File: src/rtl/echo_pkg.sv
// -----------------------------------------------------------------------------
// echo_pkg
// Shared constants and types for the echo delay-line controller.
//   SAMPLE_W    : audio sample width (16-bit signed PCM)
//   BASE_DELAY  : default delay step in samples
//   NUM_DELAYS  : default number of selectable delays
//   SEL_W/ATT_W : widths of the delay-select and attenuation fields
//   state_e     : controller states (CLEAR only exists when
//                 ECHO_CTRL_CLEAR_EN is defined)
//   delay_of()  : delay length in samples for a given selection index
// -----------------------------------------------------------------------------
package echo_pkg;

    localparam int SAMPLE_W   = 16;
    localparam int BASE_DELAY = 4800;
    localparam int NUM_DELAYS = 5;
    localparam int SEL_W      = 3;
    localparam int ATT_W      = 2;

    typedef enum logic {
        ST_CLEAR = 1'b0,
        ST_RUN   = 1'b1
    } state_e;

    // Delay for selection index sel is (sel+1) steps of base samples.
    function automatic int unsigned delay_of(input logic [SEL_W-1:0] sel,
                                             input int unsigned       base);
        return (32'(sel) + 32'd1) * base;
    endfunction

endpackage

File: src/rtl/delay_addr_gen.sv
// -----------------------------------------------------------------------------
// delay_addr_gen
// Combinational read-address generator for the circular delay RAM.
// Returns (wr_ptr - delay) wrapped into the range 0..DEPTH-1.
//   i_wr_ptr : current write pointer (0..DEPTH-1)
//   i_delay  : delay in samples (< DEPTH)
//   o_raddr  : read address that is i_delay samples behind i_wr_ptr
// -----------------------------------------------------------------------------
module delay_addr_gen
    import echo_pkg::*;
#(
    parameter int ADDR_W = 15,
    parameter int DEPTH  = 32768
) (
    input  logic [ADDR_W-1:0] i_wr_ptr,
    input  logic [ADDR_W-1:0] i_delay,
    output logic [ADDR_W-1:0] o_raddr
);

    // DEPTH may equal 2^ADDR_W, in which case this constant is 0. The wrapped
    // branch is still exact: the true result is below DEPTH, so computing it
    // modulo 2^ADDR_W loses nothing.
    localparam logic [ADDR_W-1:0] DEPTH_MOD = ADDR_W'(DEPTH);

    always_comb begin
        if (i_wr_ptr >= i_delay) begin
            o_raddr = i_wr_ptr - i_delay;
        end else begin
            o_raddr = i_wr_ptr + DEPTH_MOD - i_delay;
        end
    end

endmodule

File: src/rtl/echo_ctrl.sv
// -----------------------------------------------------------------------------
// echo_ctrl
// Address/control generator for a single-tap echo effect built around an
// external simple dual-port delay RAM (1-cycle read latency).
//
// Build option: define ECHO_CTRL_CLEAR_EN to compile in the CLEAR state, which
// zero-fills the RAM after reset and after every delay change. Without it the
// echo term is instead muted until the delay line holds a full delay of fresh
// samples.
//
// Ports
//   clk        : sole clock
//   reset      : synchronous, active-high reset
//   sample_in  : signed dry sample, valid when in_ready=1
//   in_ready   : one-cycle sample strobe (>= 2 cycles apart)
//   next_D     : one-cycle pulse, advance delay selection
//   next_H     : one-cycle pulse, advance attenuation
//   ram_we     : RAM write enable
//   ram_waddr  : RAM write address
//   ram_wdata  : RAM write data
//   ram_raddr  : RAM read address (read data valid with out_ready)
//   out_ready  : in_ready delayed by one cycle
//   echo_valid : echo term qualifier, aligned with out_ready
//   delay_sel  : current delay index, 0..NUM_DELAYS-1
//   att_shift  : right-shift distance applied to the echo term
//   busy       : high while a RAM clear is in progress
// -----------------------------------------------------------------------------
module echo_ctrl
    import echo_pkg::*;
#(
    parameter int ADDR_W     = 15,
    parameter int DEPTH      = 32768,
    parameter int BASE_DELAY = echo_pkg::BASE_DELAY,
    parameter int NUM_DELAYS = echo_pkg::NUM_DELAYS
) (
    input  logic                       clk,
    input  logic                       reset,
    input  logic signed [SAMPLE_W-1:0] sample_in,
    input  logic                       in_ready,
    input  logic                       next_D,
    input  logic                       next_H,
    output logic                       ram_we,
    output logic [ADDR_W-1:0]          ram_waddr,
    output logic [SAMPLE_W-1:0]        ram_wdata,
    output logic [ADDR_W-1:0]          ram_raddr,
    output logic                       out_ready,
    output logic                       echo_valid,
    output logic [SEL_W-1:0]           delay_sel,
    output logic [ATT_W-1:0]           att_shift,
    output logic                       busy
);

    localparam logic [ADDR_W-1:0] LAST_ADDR = ADDR_W'(DEPTH - 1);
    localparam logic [SEL_W-1:0]  LAST_SEL  = SEL_W'(NUM_DELAYS - 1);

    // Registers common to both builds
    logic [SEL_W-1:0]  r_delay_sel;
    logic [ATT_W-1:0]  r_att_shift;
    logic [ADDR_W-1:0] r_wr_ptr;
    logic [ADDR_W-1:0] r_raddr;
    logic              r_out_ready;
    logic              r_echo_valid;

    // Combinational helpers
    logic [SEL_W-1:0]  w_delay_sel_next;
    logic [ADDR_W-1:0] w_delay;
    logic [ADDR_W-1:0] w_raddr;
    logic [ADDR_W-1:0] w_wr_ptr_inc;
    logic [ADDR_W-1:0] w_wr_ptr_next;
    logic              w_accept;     // sample is written into the delay line

`ifdef ECHO_CTRL_CLEAR_EN
    state_e            r_state;
    state_e            w_state_next;
    logic [ADDR_W-1:0] r_clr_cnt;
    logic [ADDR_W-1:0] w_clr_cnt_next;
`else
    // Counts accepted samples still needed before the read pointer lands on
    // data written since the last reset / delay change.
    logic [ADDR_W-1:0] r_mute_cnt;
    logic [ADDR_W-1:0] w_delay_new;
`endif

    // ---------------------------------------------------------------------
    // Selection, delay and pointer arithmetic
    // ---------------------------------------------------------------------
    assign w_delay_sel_next = !next_D                    ? r_delay_sel :
                              (r_delay_sel == LAST_SEL)  ? '0          :
                                                           r_delay_sel + SEL_W'(1);

    assign w_delay      = ADDR_W'(delay_of(r_delay_sel, BASE_DELAY));
    assign w_wr_ptr_inc = (r_wr_ptr == LAST_ADDR) ? '0 : r_wr_ptr + ADDR_W'(1);

    delay_addr_gen #(
        .ADDR_W (ADDR_W),
        .DEPTH  (DEPTH)
    ) u_addr_gen (
        .i_wr_ptr (r_wr_ptr),
        .i_delay  (w_delay),
        .o_raddr  (w_raddr)
    );

    // The read address follows the write pointer only on accepted samples and
    // otherwise holds, so the RAM output stays stable between strobes.
    assign ram_raddr = w_accept ? w_raddr : r_raddr;

`ifdef ECHO_CTRL_CLEAR_EN
    // ---------------------------------------------------------------------
    // FSM next-state and RAM control
    // ---------------------------------------------------------------------
    always_comb begin
        // NOTE: every output of this block gets a default before the case so
        // no path leaves one unassigned, which would otherwise infer a latch.
        w_state_next   = r_state;
        w_clr_cnt_next = r_clr_cnt;
        w_wr_ptr_next  = r_wr_ptr;
        w_accept       = 1'b0;
        ram_we         = 1'b0;
        ram_waddr      = r_wr_ptr;
        ram_wdata      = '0;
        busy           = 1'b0;

        unique case (r_state)
            ST_CLEAR: begin
                // Zero-fill one location per cycle; incoming samples are
                // dropped and the write pointer stays parked at 0.
                ram_we    = 1'b1;
                ram_waddr = r_clr_cnt;
                busy      = 1'b1;
                if (next_D) begin
                    w_clr_cnt_next = '0;
                    w_wr_ptr_next  = '0;
                end else if (r_clr_cnt == LAST_ADDR) begin
                    w_state_next   = ST_RUN;
                    w_clr_cnt_next = '0;
                end else begin
                    w_clr_cnt_next = r_clr_cnt + ADDR_W'(1);
                end
            end

            ST_RUN: begin
                if (in_ready) begin
                    w_accept      = 1'b1;
                    ram_we        = 1'b1;
                    ram_wdata     = sample_in;
                    w_wr_ptr_next = w_wr_ptr_inc;
                end
                // A new delay invalidates the stored history: wipe the RAM.
                if (next_D) begin
                    w_state_next   = ST_CLEAR;
                    w_clr_cnt_next = '0;
                    w_wr_ptr_next  = '0;
                end
            end
        endcase
    end

    // FSM state register
    always_ff @(posedge clk) begin
        if (reset) begin
            r_state   <= ST_CLEAR;
            r_clr_cnt <= '0;
        end else begin
            r_state   <= w_state_next;
            r_clr_cnt <= w_clr_cnt_next;
        end
    end
`else
    // ---------------------------------------------------------------------
    // RAM control, always running
    // ---------------------------------------------------------------------
    always_comb begin
        w_accept      = in_ready;
        w_wr_ptr_next = in_ready ? w_wr_ptr_inc : r_wr_ptr;
        ram_we        = in_ready;
        ram_waddr     = r_wr_ptr;
        ram_wdata     = in_ready ? sample_in : '0;
        busy          = 1'b0;
    end

    // Mute length for the delay that takes effect after next_D.
    assign w_delay_new = ADDR_W'(delay_of(w_delay_sel_next, BASE_DELAY));

    always_ff @(posedge clk) begin
        if (reset) begin
            r_mute_cnt <= ADDR_W'(BASE_DELAY);
        end else if (next_D) begin
            r_mute_cnt <= w_delay_new;
        end else if (w_accept && (r_mute_cnt != '0)) begin
            r_mute_cnt <= r_mute_cnt - ADDR_W'(1);
        end
    end
`endif

    // ---------------------------------------------------------------------
    // Control registers
    // ---------------------------------------------------------------------
    always_ff @(posedge clk) begin
        // NOTE: state is updated with non-blocking assignments so every
        // register samples values from before this edge, independent of
        // statement order.
        if (reset) begin
            r_delay_sel  <= '0;
            r_att_shift  <= '0;
            r_wr_ptr     <= '0;
            r_raddr      <= '0;
            r_out_ready  <= 1'b0;
            r_echo_valid <= 1'b0;
        end else begin
            r_delay_sel  <= w_delay_sel_next;
            r_att_shift  <= r_att_shift + ATT_W'(next_H);
            r_wr_ptr     <= w_wr_ptr_next;
            r_out_ready  <= in_ready;
            if (w_accept) begin
                r_raddr <= w_raddr;
            end
`ifdef ECHO_CTRL_CLEAR_EN
            r_echo_valid <= w_accept;
`else
            r_echo_valid <= w_accept && (r_mute_cnt == '0);
`endif
        end
    end

    // NOTE: the delay RAM itself has no reset; its contents are made
    // harmless either by the CLEAR zero-fill or by muting the echo term.
    assign out_ready  = r_out_ready;
    assign echo_valid = r_echo_valid;
    assign delay_sel  = r_delay_sel;
    assign att_shift  = r_att_shift;

endmodule
File: config.mk
export PLATFORM = sky130hd
export DESIGN_NAME = echo_ctrl
export DESIGN_NICKNAME = d
export VERILOG_FILES = /design/src/rtl/echo_pkg.sv /design/src/rtl/delay_addr_gen.sv /design/src/rtl/echo_ctrl.sv
export SDC_FILE = /design/constraint.sdc
export NUM_CORES = 1
export LEC_CHECK = 0
export CORE_MARGIN = 4
export CORE_UTILIZATION = 50
export CTS_CLUSTER_SIZE = 16
export DETAILED_ROUTE_END_ITERATION = 10
export MAX_ROUTING_LAYER = met4
export PLACE_DENSITY = 0.77
export SETUP_SLACK_MARGIN = 0.5
export SLEW_MARGIN = 10
export SYNTH_ARGS = -nofsm -noshare
export SYNTH_HDL_FRONTEND = slang
export SYNTH_HIERARCHICAL = 1
export SYNTH_SLANG_ARGS = --single-unit
File: constraint.sdc
create_clock -name clk -period 9.3 [get_ports clk]
set_clock_uncertainty 0.2 [all_clocks]
set_input_delay 1.86 -clock clk [delete_from_list [all_inputs] [get_ports clk]]
set_output_delay 1.86 -clock clk [all_outputs]
set_load 0.05 [all_outputs]
After elaboration in Yosys (flattened, before gate mapping). Index checks and enable logic that the tools add are counted.

Add/sub/neg operators: 7. Multiply operators: 2. Equal/unequal tests: 2. Mux-type cells: 7. Reduce and logical (&&, ||, !) cells: 6.

Operators with widths (number): $mux W15 (4); $mul A4 B7 Y9 const B (2); $mux W16 (1); $add A15 B1 Y15 const B (1); $eq A15 B15 Y1 const B (1); $logic_not A15 Y1 (1); $reduce_bool A15 Y1 (1); $sub A15 B1 Y15 const B (1); $sub A15 B15 Y15 (1); $add A3 B1 Y4 const B (2); $mux W3 (2); $add A3 B1 Y3 const B (1); $eq A3 B3 Y1 const B (1); $add A2 B1 Y2 (1); $logic_and A1 B1 Y1 (2); $reduce_bool A2 Y1 (1); $reduce_or A2 Y1 (1).

Flip-flop bits (word level): 52. Input port bits: 21. Output and inout bits: 55.

Longest topological paths before layout.
Depth in word-level cells: 6. Mapped depth: 19. Gate-level depth less buffers: 19.

Hierarchy. The synthesis kept the hierarchy.

Modules (own cells, without submodules): echo_ctrl (instances 1, cells each 383, area each 3254.4 µm², seq. area each 1041.0 µm²); delay_addr_gen (instances 1, cells each 112, area each 822.0 µm², seq. area each 0.0 µm²).

Least setup slack after synthesis. No wires, ideal clock.

Path kind: register to output. From: register r_delay_sel[0] (netlist: delay_sel[0]). To: output port ram_raddr[13]. Arrival time: 4276 ps. Required time: 7240 ps. Slack: 2964 ps. Stages on the path, launching flop included: 17. Buffers on the path: 0. Cell sequence: dfxtp_1 -> ha_1 -> xor2_1 -> ha_1 -> inv_1 -> fa_1 -> inv_1 -> ha_1 -> a31oi_1 -> xnor2_1 -> inv_1 -> ha_1 -> a21o_1 -> a21o_1 -> or3_1 -> o2111a_1 -> mux2_2.

Word-level cells in the longest chain between the ends: 4.

Ends and longest elaborated chain: start: declaration (RTL line echo_ctrl.sv:57) `logic [SEL_W-1:0] r_delay_sel;`; start signal: assignment (RTL line echo_ctrl.sv:210) `r_delay_sel <= w_delay_sel_next;`; $add A3 B1 Y4 (RTL line echo_pkg.sv:28) `return (32'(sel) + 32'd1) * base;`; $mul A4 B7 Y9 (RTL line echo_pkg.sv:28); net w_delay[11] (RTL line echo_ctrl.sv:66) `logic [ADDR_W-1:0] w_delay;`; $sub A15 B15 Y15 (RTL line delay_addr_gen.sv:27, delay_addr_gen.sv:29); net w_raddr[13] (RTL line echo_ctrl.sv:67) `logic [ADDR_W-1:0] w_raddr;`; $mux W15; end: declaration (RTL line echo_ctrl.sv:45) `output logic [ADDR_W-1:0] ram_raddr,`.

The timed path passes the listed nets, and every way through them passes these cells.

Final worst setup path. Ends and elaborated chain as after synthesis.

==> results.txt <==
----------------------------------------------------
[Yosys]
  Dominant cell by count in the synthesized netlist ... sky130_fd_sc_hd__dfxtp_1
  Share of the synthesized area in the top cell type ... 0.255
  Cell types occupying the most area after synthesis ... sky130_fd_sc_hd__dfxtp_1 26%, sky130_fd_sc_hd__ha_1 13%, sky130_fd_sc_hd__and2_1 5.5%
  Synth top cells by count ... 52 x sky130_fd_sc_hd__dfxtp_1, 42 x sky130_fd_sc_hd__ha_1, 41 x sky130_fd_sc_hd__inv_1, 36 x sky130_fd_sc_hd__and2_1, 35 x sky130_fd_sc_hd__nor2_1
  Syn. warnings ... 6
  Number of flops mapped to enable cells by yosys ... 0
  Post-synth cell types ... 65
  Post-synthesis sequential area ratio ... 0.255
  Total of flip-flops plus latches after synthesis ... between 50 and 60
  Post-Syn Area ... about 4000 um2
  Most used flip-flop cell after synthesis ... sky130_fd_sc_hd__dfxtp_1
  Post-synthesis area per instance ... just over 8 um2
  FFs w/ async S/R, synth ... 0
  Cells after Synth ... slightly below 500
  Leading area contributor after synthesis ... sky130_fd_sc_hd__dfxtp_1

[Global route]
  Leftover overflow at the end of global routing ... 0
  Number of antenna violations at the first check in global routing ... 0
  Wire length of the first global-routing pass ... 16.3 mm
  All-Layer GR Usage ... 0.203
  Vias in the first global route ... 3575
  Maximum number of pins on one net before global-route repair ... 45

[Clocking]
  Number of sinks handled by clock tree synthesis ... 52
  Cell at the root of the clock tree ... sky130_fd_sc_hd__clkbuf_8
  Insertion delay to the later sink of the worst-skew pair ... 0.31 ns
  TritonCTS clock tree ... yes
  Inserted Clock Buffers ... 5
  Setup repair bufs after CTS ... 0
  Longest Clk Path Bufs ... 2
  Hold buffers post-CTS ... 0
  Post-cts sizing count ... 0
  Reg clk slew, reported paths ... 0.10 ns
  H-tree Lvls ... 2

[STA]
  Worst path setup slack after routing ... between 2 and 2.5 ns
  Final hold vios ... 0
  Unrepaired setup endpoints after global routing ... no
  Fmax ... approximately 0.14 GHz
  Post-route worst hold slack ... approximately 0.30 ns
  Tcrit/Tclk final ... 0.779
  Setup-violating endpoint count in the final report ... 0
  Transition time at the pin with the least slew margin ... about 0.73 ns
  Relative slew slack ... 0.514
  Final-layout setup total negative slack ... 0 ns
  Pins over their slew limit ... 0
  Final critical-path required period ... just over 7 ns

[Routing]
  Total Routed Length ... approximately 9.5 mm
  Mean routed wirelength per cell ... between 10 and 15 um
  Post-detailed-route DRC marker count ... 0
  Initial DRC count ... between 200 and 250
  Vias per Instance ... 5.60
  Total number of vias ... roughly 3700
  Final ANT Viol Nets ... 0
  Number of optimization iterations in the first detailed-route pass ... 4

[Worst setup path]
  Setup slack of the most critical reg-to-reg path ... between 4 and 5 ns
  Worst path arrival time ... between 5 and 6 ns
  Depth of the most critical reg-to-reg path ... 17
  Capture point of the worst path ... ram_raddr[13]
  Launch point of the worst path ... delay_sel[0]
  Kind of end point of the critical path ... primary output
  Required time reported for the critical path endpoint ... 7.24 ns
  Endpoint of the most critical register-to-register path ... r_raddr[13]
  Startpoint Class ... flop
  Source of the worst register-to-register timing path ... delay_sel[0]
  Path type of the worst setup path ... reg -> out
  Critical path peak fanout ... 6

[Placement]
  Worst Setup Slack post-DPL ... roughly 2.4 ns
  Post-Place Cells ... between 600 and 700
  Port-buffer cells ... 74
  DP Wirelength ... ~7.5 mm
  GPL Wtd Cong ... between 0.9 and 1

[Power and ir drop]
  Pwr per Cell Area ... approximately 120 nW/um2
  Worst voltage drop across the vdd grid ... 0.0730 mV
  Leak Pwr ... 2.13 nW

[Floorplanning]
  Die height ... between 90 and 100 um
  Initial core utilization ... 0.522
  Total Die Area ... ~9700 um2
  Core region area ... roughly 7800 um2
  Std cell rows ... 32
  Boundary pin count ... 76
  Die outline width ... between 90 and 100 um

[Outcome]
  Run status ... finished clean

[Worst hold path]
  Number of cells on the worst hold path ... 2
  Class of the tightest hold or removal check ... reg -> reg

[Layout]
  Number of fill cells in the layout ... slightly above 700
  Fraction of final layout cells with drive strength greater than 1 ... 0.0636
  Filler-free cell count of the finished design ... between 600 and 700
  Antenna Diode Count ... 0
  Number of nets in the layout ... 631
  Synth-to-Final Area Change ... 22.3%

[Job]
  Max capacitance violation total ... 0

----------------------------------------------------
[where the power goes]
part / leakage (nW) / switching (mW) / internal (mW)
clock: 0.0414 / 0.0762 / 0.0537
combinational: 1.67 / 0.133 / 0.0870
sequential: 0.426 / 0.0113 / 0.236
[worst min-delay path by stage]
stage	end	slack, ns	from
detailed placement	r_mute_cnt[0]	0.28	r_mute_cnt[0]
global route	r_mute_cnt[5]	0.33	r_mute_cnt[5]
floorplan	r_mute_cnt[5]	0.25	r_mute_cnt[5]
finish	r_mute_cnt[5]	0.30	r_mute_cnt[5]
global placement	r_mute_cnt[5]	0.27	r_mute_cnt[5]
CTS	r_mute_cnt[5]	0.30	r_mute_cnt[5]
[cell families after synthesis]
logic type	synth area share
and+or+nand+nor	0.270
AOI/OAI and AO/OA	0.155
buffers and inverters	0.0592
DFF	0.255
adders and majority gates	0.144
xor gates and xnor gates	0.0645
muxes	0.0516
other	0.000920
[critical path, cell delays in order, from the launching register on]
cell,delay (ns)
sky130_fd_sc_hd__dfxtp_1,0.47
sky130_fd_sc_hd__ha_1,0.29
sky130_fd_sc_hd__xor2_1,0.37
sky130_fd_sc_hd__ha_1,0.21
sky130_fd_sc_hd__inv_1,0.05
sky130_fd_sc_hd__fa_1,0.38
sky130_fd_sc_hd__inv_1,0.06
sky130_fd_sc_hd__ha_1,0.25
sky130_fd_sc_hd__a31oi_1,0.30
sky130_fd_sc_hd__xnor2_1,0.16
sky130_fd_sc_hd__inv_1,0.06
sky130_fd_sc_hd__ha_1,0.34
sky130_fd_sc_hd__a21o_1,0.24
sky130_fd_sc_hd__a21o_1,0.22
sky130_fd_sc_hd__or3_1,0.35
sky130_fd_sc_hd__o2111a_1,0.14
sky130_fd_sc_hd__mux2_2,0.27
sky130_fd_sc_hd__clkdlybuf4s50_1,0.70
[stage by stage]
step	util	power, mW	cell area (um2)
3_3_place_gp	0.627	0.466	4900
4_1_cts	0.639	0.604	4990
2_1_floorplan	-	0.410	4100
5_1_grt	0.639	0.631	4990
6_report	0.639	0.597	4990
3_5_place_dp	0.627	0.472	4900
[metal layers]
| metal | routed length [um] | GRT usage |
|---|---|---|
| met1 | 4360 | 0.259 |
| met2 | 4570 | 0.337 |
| met3 | 564 | 0.0336 |
| met4 | 31 | 0.0462 |
| met5 | 0 | - |
[registers in the layout, indices dropped and copies added, names as in the netlist]
signal	cells
out_ready	1
ram_waddr	15
r_mute_cnt	15
att_shift	2
echo_valid	1
r_raddr	15
delay_sel	3
[area by class of cell]
type / instances / area [um2] / area share
multi-input combinational: 389 / 2820 / 0.565
sequential: 52 / 1040 / 0.209
timing repair buffer: 76 / 756 / 0.152
inverter: 41 / 154 / 0.0309
tap: 102 / 128 / 0.0256
clock buffer: 6 / 72.6 / 0.0146
clock inverter: 2 / 16.3 / 0.00326
[cells in the final DEF (no fill, tap or decap), types with 8 or more instances in the layout]
master                             n
sky130_fd_sc_hd__nor2_1           35
sky130_fd_sc_hd__o21ai_0          11
sky130_fd_sc_hd__inv_1            41
sky130_fd_sc_hd__a21o_1            9
sky130_fd_sc_hd__dfxtp_1          52
sky130_fd_sc_hd__a21oi_1          21
sky130_fd_sc_hd__and3_1           12
sky130_fd_sc_hd__and2_1           36
sky130_fd_sc_hd__nand4_1           9
sky130_fd_sc_hd__a31oi_1           8
sky130_fd_sc_hd__nand2_1          32
sky130_fd_sc_hd__mux2_2           16
sky130_fd_sc_hd__xor2_1           14
sky130_fd_sc_hd__xnor2_1          16
sky130_fd_sc_hd__ha_1             42
sky130_fd_sc_hd__or3_1            12
sky130_fd_sc_hd__clkdlybuf4s50_1  74
sky130_fd_sc_hd__nor3_1           14
sky130_fd_sc_hd__conb_1            8
sky130_fd_sc_hd__nand3_1          13
Power figures use the tool's default switching activity.
